`src/rtl/rv32_hart_scheduler.sv`:
```
// Round-robin fetch scheduler for a barrel-threaded RV32 core: picks one eligible
// hart per cycle, tracks sticky per-hart traps, and drains the pipeline on halt.
//
// state  | meaning
// -------+--------------------------------------------------------------
// RUN    | issuing one eligible hart per non-stalled cycle
// DRAIN  | issue stopped, counting down PIPE_DEPTH cycles for in-flight ops
// HALTED | pipeline empty, o_drained=1, waiting for i_resume_req
module rv32_hart_scheduler #(
  parameter int NUM_HARTS  = 8,
  parameter int PIPE_DEPTH = 5,
  localparam int HART_W    = $clog2(NUM_HARTS)
) (
  input  logic                 i_clk,
  input  logic                 i_rst_n,
  input  logic [NUM_HARTS-1:0] i_hart_enable,
  input  logic                 i_stall,
  input  logic                 i_trap_valid,
  input  logic [HART_W-1:0]    i_trap_hart_id,
  input  logic [NUM_HARTS-1:0] i_trap_clear,
  input  logic                 i_halt_req,
  input  logic                 i_resume_req,
  output logic                 o_sched_valid,
  output logic [HART_W-1:0]    o_sched_hart_id,
  output logic [NUM_HARTS-1:0] o_hart_trapped,
  output logic [1:0]           o_sched_state,
  output logic                 o_drained
);

  localparam logic [1:0] ST_RUN    = 2'b00;
  localparam logic [1:0] ST_DRAIN  = 2'b01;
  localparam logic [1:0] ST_HALTED = 2'b10;
  localparam int         CNT_W     = 4;

  logic [1:0]           r_state;
  logic                 r_valid;
  logic [HART_W-1:0]    r_hart_id;
  logic [HART_W-1:0]    r_ptr;
  logic [NUM_HARTS-1:0] r_trapped;
  logic [CNT_W-1:0]     r_drain_cnt;
  logic                 r_drained;

  logic [1:0]           w_state_nxt;
  logic                 w_valid_nxt;
  logic [HART_W-1:0]    w_hart_id_nxt;
  logic [HART_W-1:0]    w_ptr_nxt;
  logic [CNT_W-1:0]     w_drain_cnt_nxt;
  logic                 w_drained_nxt;
  logic [NUM_HARTS-1:0] w_trapped_nxt;
  logic [NUM_HARTS-1:0] w_elig;
  logic                 w_found;
  logic [HART_W-1:0]    w_pick;
  int                   w_idx;

  // Trap set wins over a same-cycle clear; ids beyond NUM_HARTS match no bit.
  always_comb begin
    w_trapped_nxt = r_trapped & ~i_trap_clear;
    for (int i = 0; i < NUM_HARTS; i++) begin
      if (i_trap_valid && (i_trap_hart_id == HART_W'(i))) begin
        w_trapped_nxt[i] = 1'b1;
      end
    end
  end

  assign w_elig = i_hart_enable & ~w_trapped_nxt;

  // Search starts just past the last issued hart, wrapping once around.
  always_comb begin
    w_found = 1'b0;
    w_pick  = r_ptr;
    w_idx   = 0;
    for (int k = 1; k <= NUM_HARTS; k++) begin
      w_idx = int'(r_ptr) + k;
      if (w_idx >= NUM_HARTS) begin
        w_idx = w_idx - NUM_HARTS;
      end
      if (!w_found && w_elig[w_idx]) begin
        w_found = 1'b1;
        w_pick  = HART_W'(w_idx);
      end
    end
  end

  always_ff @(posedge i_clk) begin
    if (!i_rst_n) begin
      r_state     <= ST_RUN;
      r_valid     <= 1'b0;
      r_hart_id   <= '0;
      r_ptr       <= HART_W'(NUM_HARTS - 1);
      r_trapped   <= '0;
      r_drain_cnt <= '0;
      r_drained   <= 1'b0;
    end else begin
      r_state     <= w_state_nxt;
      r_valid     <= w_valid_nxt;
      r_hart_id   <= w_hart_id_nxt;
      r_ptr       <= w_ptr_nxt;
      r_trapped   <= w_trapped_nxt;
      r_drain_cnt <= w_drain_cnt_nxt;
      r_drained   <= w_drained_nxt;
    end
  end

  always_comb begin
    w_state_nxt = r_state;
    case (r_state)
      ST_RUN:    if (i_halt_req) w_state_nxt = ST_DRAIN;
      ST_DRAIN:  if (r_drain_cnt == '0) w_state_nxt = ST_HALTED;
      ST_HALTED: if (i_resume_req) w_state_nxt = ST_RUN;
      default:   w_state_nxt = ST_HALTED;
    endcase
  end

  // Halt is checked before issue, so a halting RUN cycle never issues.
  always_comb begin
    w_valid_nxt     = r_valid;
    w_hart_id_nxt   = r_hart_id;
    w_ptr_nxt       = r_ptr;
    w_drain_cnt_nxt = r_drain_cnt;
    case (r_state)
      ST_RUN: begin
        if (i_halt_req) begin
          w_valid_nxt     = 1'b0;
          w_drain_cnt_nxt = CNT_W'(PIPE_DEPTH - 1);
        end else if (!i_stall) begin
          w_valid_nxt = w_found;
          if (w_found) begin
            w_hart_id_nxt = w_pick;
            w_ptr_nxt     = w_pick;
          end
        end
      end
      ST_DRAIN: begin
        w_valid_nxt = 1'b0;
        if (r_drain_cnt != '0) begin
          w_drain_cnt_nxt = r_drain_cnt - 1'b1;
        end
      end
      default: w_valid_nxt = 1'b0;
    endcase
    w_drained_nxt = (w_state_nxt == ST_HALTED);
  end

  assign o_sched_valid   = r_valid;
  assign o_sched_hart_id = r_hart_id;
  assign o_hart_trapped  = r_trapped;
  assign o_sched_state   = r_state;
  assign o_drained       = r_drained;

endmodule

```
`config.mk`:
```
export PLATFORM = sky130hd
export DESIGN_NAME = rv32_hart_scheduler
export DESIGN_NICKNAME = d
export VERILOG_FILES = /design/src/rtl/rv32_hart_scheduler.sv
export SDC_FILE = /design/constraint.sdc
export NUM_CORES = 1
export LEC_CHECK = 0
export BUFFER_PORTS_ARGS = -buffer_cell sky130_fd_sc_hd__buf_2
export CAP_MARGIN = 30
export CORE_MARGIN = 3
export CORE_UTILIZATION = 55
export DETAILED_ROUTE_END_ITERATION = 10
export PLACE_DENSITY = 0.8
export REMOVE_ABC_BUFFERS = 1
export SLEW_MARGIN = 25
export SYNTH_ARGS = -nofsm -noshare
export SYNTH_HDL_FRONTEND = slang
export SYNTH_SLANG_ARGS = --single-unit
```
`constraint.sdc`:
```
create_clock -name i_clk -period 3.49 [get_ports i_clk]
set_clock_uncertainty 0.05 [all_clocks]
set_input_delay 0.349 -clock i_clk [delete_from_list [all_inputs] [get_ports i_clk]]
set_output_delay 0.349 -clock i_clk [all_outputs]
set_load 0.02 [all_outputs]
```
# Yosys cells after proc, flatten, opt, wreduce, memory -nomap -nowiden
# Index checks and enable logic that the tools add are counted.
op_classes:
  addsub: 17
  magnitude_cmp: 16
  n_eq_ne: 12
  n_mux: 63
  bitwise: 8
  n_reduce_logical: 30
op_table:
  columns: ["op", "count"]
  rows:
  - ["$lt 32x5->1 const B", 8]
  - ["$mux 32", 8]
  - ["$sub 4x4->5 const B", 7]
  - ["$mux 1", 32]
  - ["$ge 4x4->1 const B", 7]
  - ["$bmux 1 s3", 8]
  - ["$mux 3", 8]
  - ["$add 3x3->4 const B", 4]
  - ["$and 8x8->8", 2]
  - ["$not 8->8", 2]
  - ["$logic_and 1x1->1", 15]
  - ["$eq 3x3->1 const B", 4]
  - ["$add 3x2->4 const B", 2]
  - ["$mux 4", 2]
  - ["$pmux 4 s2", 1]
  - ["$logic_not 1->1", 7]
  - ["$eq 3x2->1 const B", 2]
  - ["$mux 2", 3]
  - ["$pmux 2 s3", 1]
  - ["$sub 5x4->6 const B", 1]
  - ["$add 3x4->5 const B", 1]
  - ["$ge 5x4->1 const B", 1]
  - ["$add 3x1->4 const B", 1]
  - ["$eq 2x2->1 const B", 2]
  - ["other kinds (13)", 17]
totals:
  reg_bits: 22
  inputBits: 25
  out_inout_bits: 15

# Longest topological paths before layout
# Gate-level depths: netlist (run 1).
depth:
  ltp_word: 31
  mapped_depth: 13

# Worst setup path before layout (run 1)
# Ideal clock, no wire load.
synth_path:
  path_type: "register to register"
  start: "register r_ptr[0]"
  end: "register r_hart_id[0], in the netlist o_sched_hart_id[0]"
  setup_ns: 0.122
  arrival_ns: 3.007
  required_time_ns: 3.318
  setup_slack_ns: 0.311
  path_stages_with_launch: 11
  path_buffers: 2
  path_cell_list: "dfxtp_1 > inv_1 > buf_1 > ha_1 > clkbuf_1 > inv_1 > mux4_2 > nor4b_4 > and3_1 > nor2_1 > a311o_1"
synth_between:
  elab_chain_len: 29
  elab_cells_between_ends: 87
  classes_between: "add/sub (16); order compare (8); mux (48); reduce/logical (15)"
synth_lines:
  columns: ["item", "line", "source"]
  rows:
  - ["start: declaration", "38", "logic [HART_W-1:0] r_ptr;"]
  - ["start signal: assignment", "89", "r_ptr <= HART_W'(NUM_HARTS - 1);"]
  - ["start signal: assignment", "97", "r_ptr <= w_ptr_nxt;"]
  - ["$add 3x1->4", "73", "w_idx = int'(r_ptr) + k;"]
  - ["$sub 4x4->5 / $ge 4x4->1 (equally long branches)", "75, 74", null]
  - ["$mux 32", "74", "if (w_idx >= NUM_HARTS) begin"]
  - ["$bmux 1 s3", "77", "if (!w_found && w_elig[w_idx]) begin"]
  - ["$mux 1 (implied by the code) (2 in series)", "77", null]
  - ["$mux 1", "77", null]
  - ["$logic_not 1->1", "77", null]
  - ["$logic_and 1x1->1", "77", null]
  - ["[12 not listed]", null, null]
  - ["$mux 1", "77", null]
  - ["$logic_not 1->1", "77", null]
  - ["$logic_and 1x1->1", "77", null]
  - ["$mux 1", "77", null]
  - ["$logic_not 1->1", "77", null]
  - ["$logic_and 1x1->1", "77", null]
  - ["$mux 1", "77", null]
  - ["$reduce_and 4->1 (no line)", null, null]
  - ["end signal: assignment", "96", "r_hart_id <= w_hart_id_nxt;"]
  - ["end: declaration", "37", "logic [HART_W-1:0] r_hart_id;"]
# Parallel ways exist; a longest one is shown, timed or not. The select of a mux whose other input is x is not followed.
# A chain may end at the register's enable or synchronous reset.

# Worst setup path in the final report (run 1)
layout_path:
  start: "register r_ptr[1]"
  end: "register r_ptr[1]"
layout_between:
  elab_chain_len: 29
  elab_cells_between_ends: 87
  classes_between: "add/sub (16); order compare (8); mux (48); reduce/logical (15)"
layout_lines:
  columns: ["item", "line"]
  rows:
  - ["$add 3x1->4", "73"]
  - ["$sub 4x4->5 / $ge 4x4->1 (equally long branches)", "75, 74"]
  - ["$mux 32", "74"]
  - ["$bmux 1 s3", "77"]
  - ["$mux 1 (implied by the code) (2 in series)", "77"]
  - ["$mux 1", "77"]
  - ["$logic_not 1->1", "77"]
  - ["$logic_and 1x1->1", "77"]
  - ["[12 not listed]", null]
  - ["$mux 1", "77"]
  - ["$logic_not 1->1", "77"]
  - ["$logic_and 1x1->1", "77"]
  - ["$mux 1", "77"]
  - ["$logic_not 1->1", "77"]
  - ["$logic_and 1x1->1", "77"]
  - ["$mux 1", "77"]
  - ["$reduce_and 4->1 (no line)", null]
# Parallel ways exist; a longest one is shown, timed or not. The select of a mux whose other input is x is not followed.

==> impl_metrics.env, run 1 <==
export IMPL_grt_start_max_net_pins=17
export IMPL_cts_buffers=3
export IMPL_worst_slew_pin_transition_ns=0.602
export IMPL_synth_top_flop_cell="dfxtp_1"
export IMPL_fin_crit_sh_pct=83.2
export IMPL_hold_viol=0
export IMPL_ctsHoldBuffers=0
export IMPL_grt_pass1_wl_mm=8.47
export IMPL_r2r_start="r_ptr[1]"
export IMPL_critPathMaxFanout=7
export IMPL_cts_path_max_buffers=2
export IMPL_report_final_slew_viol_count=0
export IMPL_timing_slew_headroom_pct=58.7
export IMPL_timing_fmax_ghz=0.344
export IMPL_synthArstFlopShare_pct=0
export IMPL_diodes=0
export IMPL_path_buf_inv=0
export IMPL_r2r_end="r_ptr[1]"
export IMPL_h_tree_depth=1
export IMPL_maxCapViolCount=0
export IMPL_path_delay_family="multiplexers"
export IMPL_wl_per_cell_um=16.7
export IMPL_postCtsSetupBuffers=0
export IMPL_drt_iter0_drc=163
export IMPL_crit_path_max_incr_delay_ns=0.52
export IMPL_status="finished, final reports clean"
export IMPL_reg2regPathDepth=8
export IMPL_overflow=0
export IMPL_antenna_found_initial=0
export IMPL_initial_core_util_pct=60.4
export IMPL_ant_nets=0
export IMPL_final_layout_size_suffix_gt1_share_pct=27.9
export IMPL_min_from="i_stall"
export IMPL_cts_resized=0
export IMPL_wl_mm=5.03
export IMPL_syn_inst=215
export IMPL_synth_top_area_share_pct=22.9
export IMPL_grt_pass1_vias=1838
export IMPL_ys_ff_latch=22
export IMPL_drt_first_pass_iters=5
export IMPL_power_density_nw_per_um2=488
export IMPL_min_path_cells=2
export IMPL_area_growth_pct=17.3
export IMPL_rsz0062_at_grt="no"
export IMPL_synth_avg_cell_area_um2=8.93
export IMPL_whs_endpoint="o_sched_valid"
export IMPL_slowest_stage="dfxtp_1"
export IMPL_min_path_type="input port to flop"
export IMPL_core_area_um2=3180
export IMPL_p_total_mw=1.10
export IMPL_crit_path_start_kind="flop"
export IMPL_yosysWarnings=0
export IMPL_place_congestion=0.968
export IMPL_yosys_top_cells_area="dfxtp_1 23%, mux4_2 14%, mux2i_1 7.3%, nor2_1 3.7%, a21oi_1 3.6%"
export IMPL_crit_path_end_kind="flop"
export IMPL_die_w_um=65.1
export IMPL_clkTransAtPathRegs_ns=0.13
export IMPL_peakVddDrop_mv=0.301
export IMPL_viasPerCell=6.44
export IMPL_cts_sinks=22
export IMPL_dp_hpwl_mm=3.91
export IMPL_place_ws_ns=0.302
export IMPL_yosysUniqueCellTypes=60
export IMPL_cts_tree="built"
export IMPL_track_usage_pct=25.5
export IMPL_clk_latency_ns=0.32
export IMPL_required_ns=3.65
export IMPL_placement_io_buffers=39
export IMPL_synth_edff_count=0
export IMPL_setup_slack_ns=0.585
export IMPL_die_height_um=65.1
export IMPL_die_area_um2=4240
export IMPL_yosysSeqAreaShare_pct=22.9
export IMPL_root_buffer="clkbuf_4"
export IMPL_rows=20
export IMPL_setup_violations=0
export IMPL_ios=40
export IMPL_synth_area_um2=1920
export IMPL_num_vias=1944
export IMPL_p_leak_nw=0.954
export IMPL_rrSetupSlack_ns=0.59
export IMPL_layout_min_cycle_time_ns=2.90
export IMPL_synth_area_leader_cell="dfxtp_1"
export IMPL_drc_errors=0
export IMPL_crit_type="flop to flop"
export IMPL_finalNetCount=287
export IMPL_crit_arrival_ns=3.06
export IMPL_cp_cell_sequence="ha_1, xor2_1, mux4_2, mux2i_1, or3_1, o32ai_1, o31ai_1, o211ai_1"
## layout by cell type, fill, tap and decap left out, types with 6 or more instances in the layout
| master | count |
|---|---|
| a21oi_1 | 14 |
| nand3_1 | 9 |
| mux2i_1 | 14 |
| buf_4 | 8 |
| dfxtp_1 | 22 |
| o21ai_0 | 7 |
| buf_2 | 39 |
| nand2b_1 | 9 |
| nor2_1 | 19 |
| inv_1 | 9 |
| nor3_1 | 6 |
| nand2_1 | 10 |
| mux4_2 | 12 |
## layer usage
| metal | wire [um] | part of all wire (%) | global-route usage (%) |
|---|---|---|---|
| met2 | 2390 | 47 | 41.1 |
| met4 | 142 | 2.8 | 9.07 |
| met1 | 2110 | 42 | 34.7 |
| met5 | 0 | 0 | 0 |
| met3 | 391 | 7.8 | 3.93 |
## cells by family after synthesis
logic type,Yosys count,synth area share [%]
multiplexers,30,24.3
XOR/XNOR,5,2.28
buffers and inverters,18,3.58
adder cells (fa/ha/maj),3,1.95
flip-flops,22,22.9
AO/OA/AOI/OAI,59,21.3
AND/OR/NAND/NOR,78,23.6
## per-stage QoR
step	util [%]	hold WS (ns)	instances	setup TNS [ns]	cell area (um2)
global route	70.9	0.205	302	0	2250
detailed placement	69.2	0.414	298	0	2200
global placement	69.2	0.409	298	0	2200
finish	70.9	0.198	302	0	2250
CTS	70.9	0.195	302	0	2250
floorplan	-	0.378	207	-0.100	1890
## Yosys cell counts (all sizes together) (2+ instances only)
cell / instances
a21o: 2
a31oi: 2
or3: 2
nand2b: 9
nor3: 6
and2: 2
or2: 2
o211ai: 3
nor2: 19
o21ai: 9
nand2: 10
o21bai: 2
o221ai: 3
mux2: 3
a21boi: 2
and4: 2
nand4bb: 2
a32oi: 2
xor2: 3
inv: 9
nand4b: 3
a211oi: 2
xnor2: 2
mux4: 12
nand4: 3
nand3: 11
a221oi: 2
ha: 3
o21a: 2
o32ai: 3
o22ai: 2
dfxtp: 22
mux2i: 15
a21oi: 14
clkbuf: 6
buf: 2
## where the power goes
| group | total [mW] | internal (mW) | switching [mW] |
|---|---|---|---|
| Sequential | 0.300 | 0.276 | 0.0244 |
| Clock | 0.202 | 0.116 | 0.0858 |
| Combinational | 0.596 | 0.264 | 0.332 |
## final cells by class
cell class | instances | area (um2)
well taps | 44 | 55.1
multi-input cells | 175 | 1410
clock buffers | 3 | 22.5
clock inverters | 1 | 30.0
inverters | 10 | 37.5
fillers | 279 | 926
flip-flops and latches | 22 | 440
repair buffers | 47 | 255
## worst max path at each step
stage,from,endpoint,slack [ns],cells after the start
2_1_floorplan,r_ptr[0],o_sched_hart_id[0],-0.07,8
3_3_place_gp,i_trap_hart_id[1],o_sched_hart_id[0],0.41,9
3_5_place_dp,i_trap_hart_id[1],r_ptr[2],0.30,9
4_1_cts,r_ptr[1],o_sched_hart_id[0],0.63,8
5_1_grt,r_ptr[1],r_ptr[2],0.40,8
6_report,r_ptr[1],r_ptr[1],0.59,8
## sequential cells by signal, indices dropped and copies added, names as in the netlist
| register | flops |
|---|---|
| r_drain_cnt | 4 |
| o_hart_trapped | 8 |
| o_sched_valid | 1 |
| o_sched_hart_id | 3 |
| o_drained | 1 |
| r_ptr | 3 |
| o_sched_state | 2 |
(Power assumes the default switching activity.)
==> run 2, diff against run 1 <==
==> constraint.sdc (replaced) <==
create_clock -name i_clk -period 2.9 [get_ports i_clk]
set_clock_uncertainty 0.05 [all_clocks]
set_input_delay 0.29 -clock i_clk [delete_from_list [all_inputs] [get_ports i_clk]]
set_output_delay 0.29 -clock i_clk [all_outputs]
set_load 0.02 [all_outputs]
==> impl_metrics.env, run 2 (synthesis results as in run 1) <==
export IMPL_drt_first_pass_iters=5
export IMPL_drc_errors=0
export IMPL_r2r_end="o_sched_hart_id[0]"
export IMPL_setup_violations=0
export IMPL_root_buffer="clkbuf_4"
export IMPL_critPathMaxFanout=5
export IMPL_holdWs_ns=0.139
export IMPL_pwr_share_seq_pct=25.7
export IMPL_timing_slew_headroom_pct=63.0
export IMPL_crit_arrival_ns=2.98
export IMPL_peakVddDrop_mv=0.512
export IMPL_cts_sinks=22
export IMPL_layout_min_cycle_time_ns=2.81
export IMPL_crit_path_end_kind="flop"
export IMPL_final_layout_size_suffix_gt1_share_pct=36.1
export IMPL_wl_mm=5.66
export IMPL_min_path_cells=2
export IMPL_most_common_layout_cells="39 x buf_2, 35 x buf_4, 20 x dfxtp_1"
export IMPL_overflow=0
export IMPL_grt_pass1_vias=1998
export IMPL_track_usage_pct=27.6
export IMPL_whs_endpoint="o_sched_valid"
export IMPL_netSwitchingFraction_pct=39.7
export IMPL_crit_type="flop to flop"
export IMPL_ios=40
export IMPL_cts_path_max_buffers=2
export IMPL_dp_hpwl_mm=4.18
export IMPL_die_w_um=65.1
export IMPL_place_congestion=0.988
export IMPL_area_growth_pct=28.5
export IMPL_ctsHoldBuffers=0
export IMPL_maxCapViolCount=0
export IMPL_p_leak_nw=1.08
export IMPL_cts_buffers=3
export IMPL_hold_viol=0
export IMPL_core_area_um2=3180
export IMPL_min_path_type="input port to flop"
export IMPL_initial_core_util_pct=60.4
export IMPL_post_route_util_pct=77.7
export IMPL_fin_crit_sh_pct=97.0
export IMPL_drt_iter0_drc=183
export IMPL_rows=20
export IMPL_tns_ns=0
export IMPL_num_vias=2076
export IMPL_r2r_start="r_ptr[0]"
export IMPL_timing_fmax_ghz=0.356
export IMPL_rrSetupSlack_ns=0.09
export IMPL_required_ns=3.07
export IMPL_place_ws_ns=-0.0583
export IMPL_min_from="i_stall"
export IMPL_power_switching_mw=0.564
export IMPL_clkTransAtPathRegs_ns=0.14
export IMPL_wl_per_cell_um=17.2
export IMPL_drt_met1_wl_mm=2.39
export IMPL_final_common_cell="buf_2"
export IMPL_h_tree_depth=1
export IMPL_antenna_found_initial=0
export IMPL_diodes=0
export IMPL_rsz0062_at_grt="no"
export IMPL_status="finished, final reports clean"
export IMPL_report_final_slew_viol_count=0
export IMPL_finalNetCount=314
export IMPL_reg2regPathDepth=9
export IMPL_placement_io_buffers=39
export IMPL_die_area_um2=4240
export IMPL_met2_length_mm=2.65
export IMPL_largest_register_ffs=8
export IMPL_grt_start_max_net_pins=17
export IMPL_intPower_mw=0.855
export IMPL_clk_latency_ns=0.32
export IMPL_power_frac_comb_pct=57.0
export IMPL_setup_slack_ns=0.0883
export IMPL_grt_pass1_wl_mm=9.29
export IMPL_met3_wirelength_um=479
export IMPL_worst_slew_pin_transition_ns=0.554
export IMPL_routed_top_layer="met4"
export IMPL_crit_path_start_kind="flop"
export IMPL_viasPerCell=6.31
export IMPL_cts_tree="built"
export IMPL_ant_nets=0
export IMPL_power_density_nw_per_um2=575
export IMPL_die_height_um=65.1
export IMPL_p_clk_share_pct=17.3
run 2: worst max-delay path, stage by stage, from the launching register on:
cell and delay [ns]:
dfxtp_2 0.43, inv_1 0.12, ha_1 0.35, inv_1 0.12, mux4_2 0.57, nor4b_4 0.37
buf_4 0.19, a21boi_2 0.08, o211a_1 0.13, a311o_1 0.30
run 2: cell type report:
class	count	area [um2]
clock buffer	3	22.5
clock inverter	1	30.0
fill	225	709
inverter	10	37.5
multi-input combinational	175	1420
sequential	22	443
tap	44	55.1
timing repair buffer	74	458
run 2: power by group through the flow:
stage / sequential [mW] / clock, mW / combinational, mW
floorplan: 0.391 / 0 / 0.493
global placement: 0.368 / 0 / 0.764
detailed placement: 0.368 / 0 / 0.777
CTS: 0.362 / 0.244 / 0.790
global route: 0.369 / 0.261 / 0.877
finish: 0.364 / 0.246 / 0.809
run 2: repair_timing:
item | in CTS | in global routing
resized for setup | 1 | 3
pin swaps | 0 | 1
setup endpoints to repair | 2 | 7
buffers inserted | 0 | 1
run 2: worst max-delay path by stage:
stage,to,slack [ns],start
after CTS,r_ptr[2],0.01,r_ptr[0]
after global placement,o_sched_hart_id[0],-0.03,i_trap_hart_id[1]
after detailed placement,r_ptr[2],-0.06,i_trap_hart_id[1]
after global routing,o_sched_hart_id[0],0.002,r_ptr[0]
after floorplan,o_sched_hart_id[0],-0.66,r_ptr[0]
final,o_sched_hart_id[0],0.09,r_ptr[0]
run 2: metrics by stage:
stage,std cells,cell area [um2],total power [mW]
CTS,328,2450,1.40
finish,329,2470,1.42
detailed placement,324,2390,1.15
global placement,324,2390,1.13
global route,329,2470,1.51
floorplan,207,1890,0.884
run 2: routing by layer:
| layer | global-route usage, % | vias up |
|---|---|---|
| li1 | - | 974 |
| met1 | 37.7 | 968 |
| met2 | 44.6 | 114 |
| met3 | 5.30 | 20 |
| met4 | 7.77 | 0 |
| met5 | 0 | - |
